<file path="config.mk">
export PLATFORM = sky130hd
export DESIGN_NAME = timing_decoder
export DESIGN_NICKNAME = d
export VERILOG_FILES = /design/src/rtl/timing_decoder_pkg.sv /design/src/rtl/timing_decoder_onehot.sv /design/src/rtl/timing_decoder.sv
export SDC_FILE = /design/constraint.sdc
export NUM_CORES = 1
export LEC_CHECK = 0
export ABC_AREA = 1
export CAP_MARGIN = 20
export CORE_AREA = 2 2 39 41
export CTS_CLUSTER_SIZE = 25
export DETAILED_ROUTE_END_ITERATION = 10
export DIE_AREA = 0 0 41 43
export REMOVE_ABC_BUFFERS = 1
export SETUP_SLACK_MARGIN = 0.5
export SLEW_MARGIN = 20
export SYNTH_ARGS = -nofsm -noshare
export SYNTH_HDL_FRONTEND = slang
export SYNTH_SLANG_ARGS = --single-unit
</file>
<file path="constraint.sdc">
create_clock -name clk -period 2.69 [get_ports clk]
set_input_delay 0.4035 -clock clk [delete_from_list [all_inputs] [get_ports clk]]
set_output_delay 0.4035 -clock clk [all_outputs]
set_load 0.01 [all_outputs]
</file>
<file path="src/rtl/timing_decoder_pkg.sv">
// Shared constants for the timing decoder: operating-mode encodings.
package timing_decoder_pkg;

  typedef enum logic {
    MODE_DIRECT = 1'b0,
    MODE_SEQ    = 1'b1
  } mode_e;

endpackage

</file>
<file path="src/rtl/timing_decoder_onehot.sv">
// Purely combinational one-hot decoder; holds no state.
module decoder_onehot #(
  parameter int SEL_W = 3
) (
  input  logic [SEL_W-1:0]      sel,
  output logic [(2**SEL_W)-1:0] out
);

  // Drive exactly one bit, selected by sel.
  always_comb begin
    out      = '0;
    out[sel] = 1'b1;
  end

endmodule

</file>
<file path="src/rtl/timing_decoder.sv">
// Timing decoder: direct one-hot decode of sel, or a free-running sequence
// 0..last. Optional macro TIMING_DECODER_WRAP_PULSE_EN adds a one-cycle
// 'wrap' pulse after each sequence advance that returns count to zero.
module timing_decoder
  import timing_decoder_pkg::*;
#(
  parameter int SEL_W = 3,
  localparam int OUT_W = 2**SEL_W
) (
  input  logic             clk,
  input  logic             rst_n,
  input  logic             en,
  input  logic             mode,
  input  logic [SEL_W-1:0] sel,
  input  logic             clr,
  input  logic [SEL_W-1:0] last,
`ifdef TIMING_DECODER_WRAP_PULSE_EN
  output logic             wrap,
`endif
  output logic [OUT_W-1:0] out,
  output logic [SEL_W-1:0] count
);

  logic             active;
  logic [SEL_W-1:0] count_nxt;
  logic [OUT_W-1:0] dec;
`ifdef TIMING_DECODER_WRAP_PULSE_EN
  logic             wrap_nxt;
`endif

  decoder_onehot #(.SEL_W(SEL_W)) u_dec (
    .sel (count),
    .out (dec)
  );

  // Next count: clear wins, then mode-specific update, otherwise hold.
  always_comb begin
    count_nxt = count;
`ifdef TIMING_DECODER_WRAP_PULSE_EN
    wrap_nxt  = 1'b0;
`endif
    if (clr) begin
      count_nxt = '0;
    end else if (mode == MODE_SEQ) begin
      // Advance only once output is already active, so T0 is shown first.
      if (en && active) begin
        if (count >= last) begin
          count_nxt = '0;
`ifdef TIMING_DECODER_WRAP_PULSE_EN
          wrap_nxt  = 1'b1;
`endif
        end else begin
          count_nxt = count + SEL_W'(1);
        end
      end
    end else if (en) begin
      count_nxt = sel;
    end
  end

  // State registers; active simply tracks en with one cycle of latency.
  always_ff @(posedge clk or negedge rst_n) begin
    if (!rst_n) begin
      count  <= '0;
      active <= 1'b0;
`ifdef TIMING_DECODER_WRAP_PULSE_EN
      wrap   <= 1'b0;
`endif
    end else begin
      count  <= count_nxt;
      active <= en;
`ifdef TIMING_DECODER_WRAP_PULSE_EN
      wrap   <= wrap_nxt;
`endif
    end
  end

  // Output is the decoded count, blanked while inactive.
  always_comb begin
    out = active ? dec : '0;
  end

endmodule

</file>
### Word level (Yosys, flattened, before mapping)

Cells that the tools add are included.

* add/sub/neg operators: 1
* multiply operators: 0
* div/mod/pow operators: 0
* $lt $le $gt $ge: 3
* equality and inequality tests: 1
* shift-type cells: 0
* muxes and demuxes: 8
* bitwise gates (word level): 0
* reductions and logical operators: 4

Operators by type and width (number)
* 2-to-1 mux 3 bit: 5
* 2-to-1 mux 8 bit: 1
* less-than comparator 3 x 4 -> 1 bit, second input constant: 1
* adder 3 x 1 -> 3 bit, second input constant: 1
* demux 1 bit (select 3 bit): 1
* greater-or-equal comparator 3 x 1 -> 1 bit, second input constant: 1
* greater-or-equal comparator 3 bit: 1
* inequality test 3 x 1 -> 1 bit, second input constant: 1
* nonzero test 3 bit: 1
* logical AND 1 bit: 2
* AND reduction 2 bit: 1
* 2-to-1 mux 1 bit: 1

* register bits: 4
* latch bits: 0
* bits in writable memories: 0
* memory bits (read-only): 0
* output and inout bits: 11
* logic and storage cells: 19
* memories kept: 0

### Depth between registers and ports, before layout

* word-level depth: 5
* gate-level depth with buffers: 9
* gate-level depth less buffers: 9

### Hierarchy

A second synthesis with hierarchy kept.

* cells, all modules: 77
* area, all modules: 432.9 µm²

By module, submodules not included
* timing_decoder: times used 1, cells each 62, area each 376.6 µm²
* decoder_onehot: times used 1, cells each 15, area each 56.3 µm²

### Least setup slack after synthesis

No wires, ideal clock.

* path type: register -> register
* start: reg count[2]
* end: reg count[2]
* arrival: 1.204 ns
* data required time: 2.625 ns
* path slack: 1.421 ns
* cell stages (with the launch flop): 7
* clock period less this slack: 1.269 ns
* cells stage by stage: dfrtp_1 -> ha_1 -> a21oi_1 -> nand3_1 -> nand2_1 -> nand2_1 -> nand2_1

* word-level cells in the longest chain between the ends: 5

RTL lines
* start, declared: line timing_decoder.sv:21 `output logic [SEL_W-1:0] count`
* start signal, assigned: line timing_decoder.sv:70 `count <= count_nxt;`
* adder 3 x 1 -> 3 bit / greater-or-equal comparator 3 bit (equally long branches): line timing_decoder.sv:53, timing_decoder.sv:47
* 2-to-1 mux 3 bit (*): line timing_decoder.sv:47 `if (count >= last) begin`
* 2-to-1 mux 3 bit (*): line timing_decoder.sv:46 `if (en && active) begin`
* 2-to-1 mux 3 bit (*): line timing_decoder.sv:44 `end else if (mode == MODE_SEQ) begin`
* 2-to-1 mux 3 bit (*): line timing_decoder.sv:42 `if (clr) begin`

Every way passes the cells marked *; elsewhere a longest branch is shown, timed or not. The select of a mux whose other input is x is not followed.
A chain may end at the register's enable or synchronous reset.

### Worst setup path after layout

* start: reg count[0]
* end: out out[2]

* word-level cells in the longest chain between the ends: 5

RTL lines
* less-than comparator 3 x 4 -> 1 bit (implied by the code) / greater-or-equal comparator 3 x 1 -> 1 bit (equally long branches): line timing_decoder_onehot.sv:12 `out[sel] = 1'b1;`
* logical AND 1 bit (implied by the code): line timing_decoder_onehot.sv:12
* 2-to-1 mux 1 bit (implied by the code): line timing_decoder_onehot.sv:12
* demux 1 bit (select 3 bit) (*)
* 2-to-1 mux 8 bit (*): line timing_decoder.sv:80 `out = active ? dec : '0;`
* end, declared: line timing_decoder.sv:20 `output logic [OUT_W-1:0] out,`

Every way passes the cells marked *; elsewhere a longest branch is shown, timed or not.

==> flow_metrics.py <==
metrics = {
    "placed_design": {
        "dp_hpwl_um": 687,
        "port_buffers": 21,
        "gp_congestion": 0.796,
        "pre_cts_slack_ns": 0.868,
    },
    "global_routing": {
        "first_global_vias": 366,
        "grt_pass1_wl_um": 1410,
        "grt.overflow.total": 0,
        "grt_max_degree": 9,
        "antenna_found_initial": 0,
        "grt_use_total_pct": 11.9,
    },
    "worst_setup_path": {
        "endpoint_kind": "output port",
        "cp_max_fo": 6,
        "cp.arrival_ns": 1.51,
        "slowest_delay_ns": 0.54,
        "path_cells": "inv_1 > nand2_1 > nor2_1 > clkdlybuf4s50_1",
        "crit_type": "reg -> out",
        "cp_num_buf_inv": 2,
        "cp-start-kind": "flop",
        "crit_family": "buffers and inverters",
        "r2r_setup_slack_ns": 1.30,
        "cp_data_required_time_ns": 2.29,
        "slowest_stage": "clkdlybuf4s50_1",
    },
    "synth": {
        "netlist_area_um2": 365,
        "synthCells": 61,
        "avgSynthCellArea_um2": 5.99,
        "yosys_register_bits": 4,
        "ys_seq_area_share_pct": 27.4,
        "ys_types": 11,
        "ys.warnings.count": 0,
    },
    "sta": {
        "tns_ns": 0,
        "hold_viol": 0,
        "finalSetupViolCount": 0,
        "fin_worst_skew_ns": 0.00227,
        "fin_crit_ns": 1.91,
        "worst_pin_slew_ns": 0.260,
        "finalCritPeriodShare_pct": 71.0,
        "setup_ws_ns": 0.781,
        "fmax_mhz": 524,
        "drv_slew": 0,
        "rsz0062_at_grt": "no",
        "hold_ws_ns": 0.369,
        "maxSlewHeadroom_pct": 82.7,
    },
    "final_layout": {
        "n_antenna_cell": 0,
        "drive_gt1_share_pct": 7.06,
        "area_delta_synth_final_pct": 69.2,
        "utilization_pct": 44.7,
        "fin_nets": 102,
    },
    "detailed_routing": {
        "wire_per_inst_um": 8.03,
        "drt_iter0_markers": 5,
        "drt_pass1_iterations": 2,
        "wirelength_um": 811,
        "avgViaCountPerCell": 4.13,
        "vias": 417,
        "drc": 0,
        "ant_nets": 0,
    },
    "clocking": {
        "clock_latency_ns": 0.23,
        "cts_buffer_depth": 2,
        "cts_root_buf": "clkbuf_4",
        "htree_num_levels": 1,
        "post_cts_buffers": 0,
        "clkTransAtPathRegs_ns": 0.04,
        "cts.sinks": 4,
        "cts_made_buffers": 3,
        "cts.hold.buffers_added": 0,
        "cts_resized": 0,
        "cts_tree": "yes",
    },
    "floorplan": {
        "chipHeight_um": 43,
        "fp.dieArea_um2": 1760,
        "core_area_um2": 1380,
        "rows": 14,
        "pin_count": 22,
        "dieWidth_um": 41,
        "start_util_pct": 26.4,
    },
    "power": {
        "worst_ir_drop_vdd_mv": 0.113,
        "swShare_pct": 26.8,
        "power_frac_seq_pct": 34.4,
        "cellLeakagePower_nw": 0.308,
        "powerDensity_nw_per_um2": 328,
        "pwr-share-clk_pct": 35.2,
        "p_int_mw": 0.148,
        "comb_power_share_pct": 30.4,
        "p_switching_mw": 0.0542,
        "power_mw": 0.203,
    },
    "run": {
        "max_cap_violations": 0,
    },
    "min_path": {
        "hp-class": "in -> async",
    },
    "run_status": {
        "outcome": "finished, final reports clean",
    },
}
-- flip-flops by register name, indices dropped and copies added, names as in the netlist --
signal  cells
count       3
active      1
-- cell usage after synthesis --
cell type	instances	area share, %
nand2_1	27	28
nor2_1	12	12
inv_1	6	6.2
dfrtp_1	4	27
ha_1	4	14
inv_2	2	2.1
nand3_1	2	2.7
a21oi_1	1	1.4
and2b_1	1	2.1
nand3b_1	1	2.1
o21ai_2	1	2.4
-- cell usage in the layout, fill, tap and decap left out --
master and count:
o21ai_2 1, ha_1 4, nand3_1 2, nand3b_1 1, a21oi_1 1, inv_2 2
nand2_1 27, inv_1 6, clkbuf_4 3, clkdlybuf4s50_1 21, and2b_1 1, dfrtp_1 4
nor2_1 12
-- power groups by stage --
stage / Combinational (mW) / Sequential [mW] / Clock, mW
floorplan: 0.0293 / 0.0702 / 0
global placement: 0.0622 / 0.0707 / 0
detailed placement: 0.0624 / 0.0706 / 0
CTS: 0.0626 / 0.0699 / 0.0752
global route: 0.0701 / 0.0707 / 0.0813
finish: 0.0616 / 0.0697 / 0.0713
-- logic make-up after synthesis --
kind of cell	count (synthesis)	share of synthesized area, %
buf+inv	8	8.22
flops	4	27.4
fa+ha+maj	4	13.7
compound gates	2	3.77
simple gates	43	46.9
-- layout make-up --
class	count	area, um2
repair buffers	21	210
well taps	16	20.0
fillers	154	766
inverters	8	30.0
flip-flops and latches	4	100
clock buffers	3	22.5
multi-input cells	49	235
-- through the flow --
step,instance area [um2],std cells
after floorplan,365,61
after global placement,596,98
after global routing,618,101
final,618,101
after detailed placement,596,98
after CTS,618,101
-- worst paths after layout --
check                           startpoint  endpoint  cells after the start
worst max-delay path              count[0]    out[2]                      4
worst min-delay path                 rst_n    active                      1
worst max register to register    count[2]  count[2]                      6
worst min register to register    count[0]  count[0]                      2
max in group asynchronous            rst_n  count[0]                      1
min in group clk                  count[0]  count[0]                      2
-- routing by layer --
layer	GRT usage [%]	vias up	part of all wire, %
li1	-	235	-
met3	3.14	0	5.4
met2	18.4	14	51
met5	0	-	0
met4	8.00	0	0
met1	13.4	168	44
No activity file was read; power rests on OpenSTA's default activity.
==> RTL change (same flow settings) <==
Put a register stage on the output `out`, with the module's reset. The value now appears one clock later. The other outputs are not delayed to match.
--- a/src/rtl/timing_decoder.sv
+++ b/src/rtl/timing_decoder.sv
@@ -22,2 +22,4 @@
 );
+
+  logic [OUT_W-1:0] out_d;
 
@@ -79,3 +81,11 @@
   always_comb begin
-    out = active ? dec : '0;
+    out_d = active ? dec : '0;
+  end
+
+  always_ff @(posedge clk or negedge rst_n) begin
+    if (!rst_n) begin
+      out <= '0;
+    end else begin
+      out <= out_d;
+    end
   end
Function: changed (Yosys sat finds a counterexample within 4 cycles, from zero or initial values and one cycle with rst_n low).
==> RTL change against the original RTL <==
Synthesized cell count is 13% higher. Global-route usage increased by 3.8 points. Register-to-register slack got worse by 0.02 ns. Non-clock buffer count stayed put. Routed wire length rose by 31%. Via count is 17% higher. Synthesized area increased by 55%. Sequential power rose to 2.8 times the old value. Power rose by 78%. Combinational power grew 5.5%. Setup slack better by 0.15 ns. Sequential cell count rose by 8. Cell area rose by 32%. Critical endpoint is now count[2]. Largest power group is now registers. Highest routed layer is now met4.
==> RTL change: results (changes against the original RTL) <==
- Status: finished clean
- Final HPWL DP: 850 um (+24%)
- Largest regs: out x8, count x3, active x1
- Wire length on met2: 493 um (+20%)
- Register clock-pin slew on the reported worst setup and hold paths: 0.07 ns (+0.03 ns)
- Starting density of the core: 0.409 (+0.145)
- Dpl cells: 106 (+8.2%)
- Clock share of power: 0.282 (-0.070)
- Largest cells by area after synthesis: dfrtp_1 (53%), nand2_1 (18%), ha_1 (8.8%)
- Layout cell share with drive strength beyond 1: 0.0645 (-0.00607)
- Largest net degree at the start of global routing: 13 (+4)
- Synthesized-area fraction occupied by adder cells: 0.0885 (-0.0485)
- Psw: 0.0877 mW (+62%)
- Post-synth top cells: nand2_1 (27), dfrtp_1 (12), nor2_1 (12)
- HP Class: input pin to async pin
- CTS resizes: 0 (unchanged)
- Average size of a mapped cell: 8.20 sq um (+37%)
- Non-filler cells, final: 109 (+7.9%)
- CP peak stage delay: 0.59 ns (+0.05 ns)
- WS Path Type: register to output pin
- Drt total wl: 1.06 mm (+31%)
- Layout filler cell count: 140 (-9.1%)
- Tcrit/Tclk final: 0.653 (-0.0564)
- Complex-gate fraction of the synthesized area: 0.0243 (-0.0133)
- XOR/XNOR Fraction of Synth Area: 0 (unchanged)
- Max FO, Critical Path: 8 (+2)
- Via count: 489 (+17%)
- Max Clock Skew: 0.00107 ns (-0.00121 ns)
- CP top delay family: buffers and inverters
- Vias in the first global route: 434 (+19%)
- R2R Setup Slk: 1.28 ns (-0.02 ns)
- Reg2reg path depth: 6 (unchanged)
- Pre-CTS setup slack: 0.880 ns (+0.0116 ns)
- P_leak: 0.418 nW (+36%)
- Post-synthesis mux area share: 0 (unchanged)
- Routability cong.: 0.736 (-7.5%)
- Clk root buf: clkbuf_4
- Comb pwr share: 0.180 (-0.124)
- IO Port Bufs: 21 (unchanged)
- R2r startpoint: count[2]$_DFFE_PN0P_
- Clk_lat worst skew: 0.26 ns (+0.03 ns)
- Worst slew pin tran: 0.509 ns (+0.250 ns)
- First drt pass iteration count: 4 (+2)
- Fin Setup TNS: 0 ns (unchanged)
- Post-synthesis sequential area ratio: 0.531 (+0.257)
- Total GRT Usage: 0.158 (+0.0384)
- Antenna Cells: 0 (unchanged)
- Slowest CP cell: clkdlybuf4s50_1
- Peak supply drop: 0.000245 V (+120%)
- Power Total: 0.361 mW (+78%)
- Unique masters post-synth: 11 (unchanged)
- Wl on met1: 473 um (+34%)
- Top sig layer: met4
- Met3 WL post-DR: 81 um (+84%)
- First-pass GRT wire length: 1.84 mm (+30%)
- Worst setup path end: count[2]
-- RTL change: cell families after synthesis --
| group | after synthesis |
|---|---|
| fa+ha+maj | 4 |
| buf+inv | 8 |
| flops | 12 |
| compound gates | 2 |
| simple gates | 43 |
-- RTL change: per-stage QoR --
stage	area, sq um	hold slack (ns)
6_report	818	0.482
3_5_place_dp	796	0.624
3_3_place_gp	796	0.609
5_1_grt	818	0.526
4_1_cts	818	0.486
2_1_floorplan	566	0.108
-- RTL change: layer usage --
layer | GRT usage | up-vias
li1 | - | 261
met5 | 0 | -
met4 | 0.100 | 0
met3 | 0.0314 | 2
met2 | 0.222 | 20
met1 | 0.212 | 206
-- RTL change: worst min path at each step --
stage | startpoint | endpoint | slack (ns) | cells past startpoint
3_3_place_gp | count[0]$_DFFE_PN0P_ | count[0]$_DFFE_PN0P_ | 0.61 | 2
6_report | rst_n | out[1]$_DFF_PN0_ | 0.48 | 1
3_5_place_dp | count[0]$_DFFE_PN0P_ | count[0]$_DFFE_PN0P_ | 0.62 | 2
5_1_grt | rst_n | out[1]$_DFF_PN0_ | 0.53 | 1
2_1_floorplan | rst_n | active$_DFF_PN0_ | 0.11 | 0
4_1_cts | rst_n | out[5]$_DFF_PN0_ | 0.49 | 1
-- RTL change: cell type report --
class / count / share of cell area
well taps: 16 / 0.0245
multi-input cells: 49 / 0.287
inverters: 8 / 0.0367
flip-flops and latches: 12 / 0.367
repair buffers: 21 / 0.257
clock buffers: 3 / 0.0275
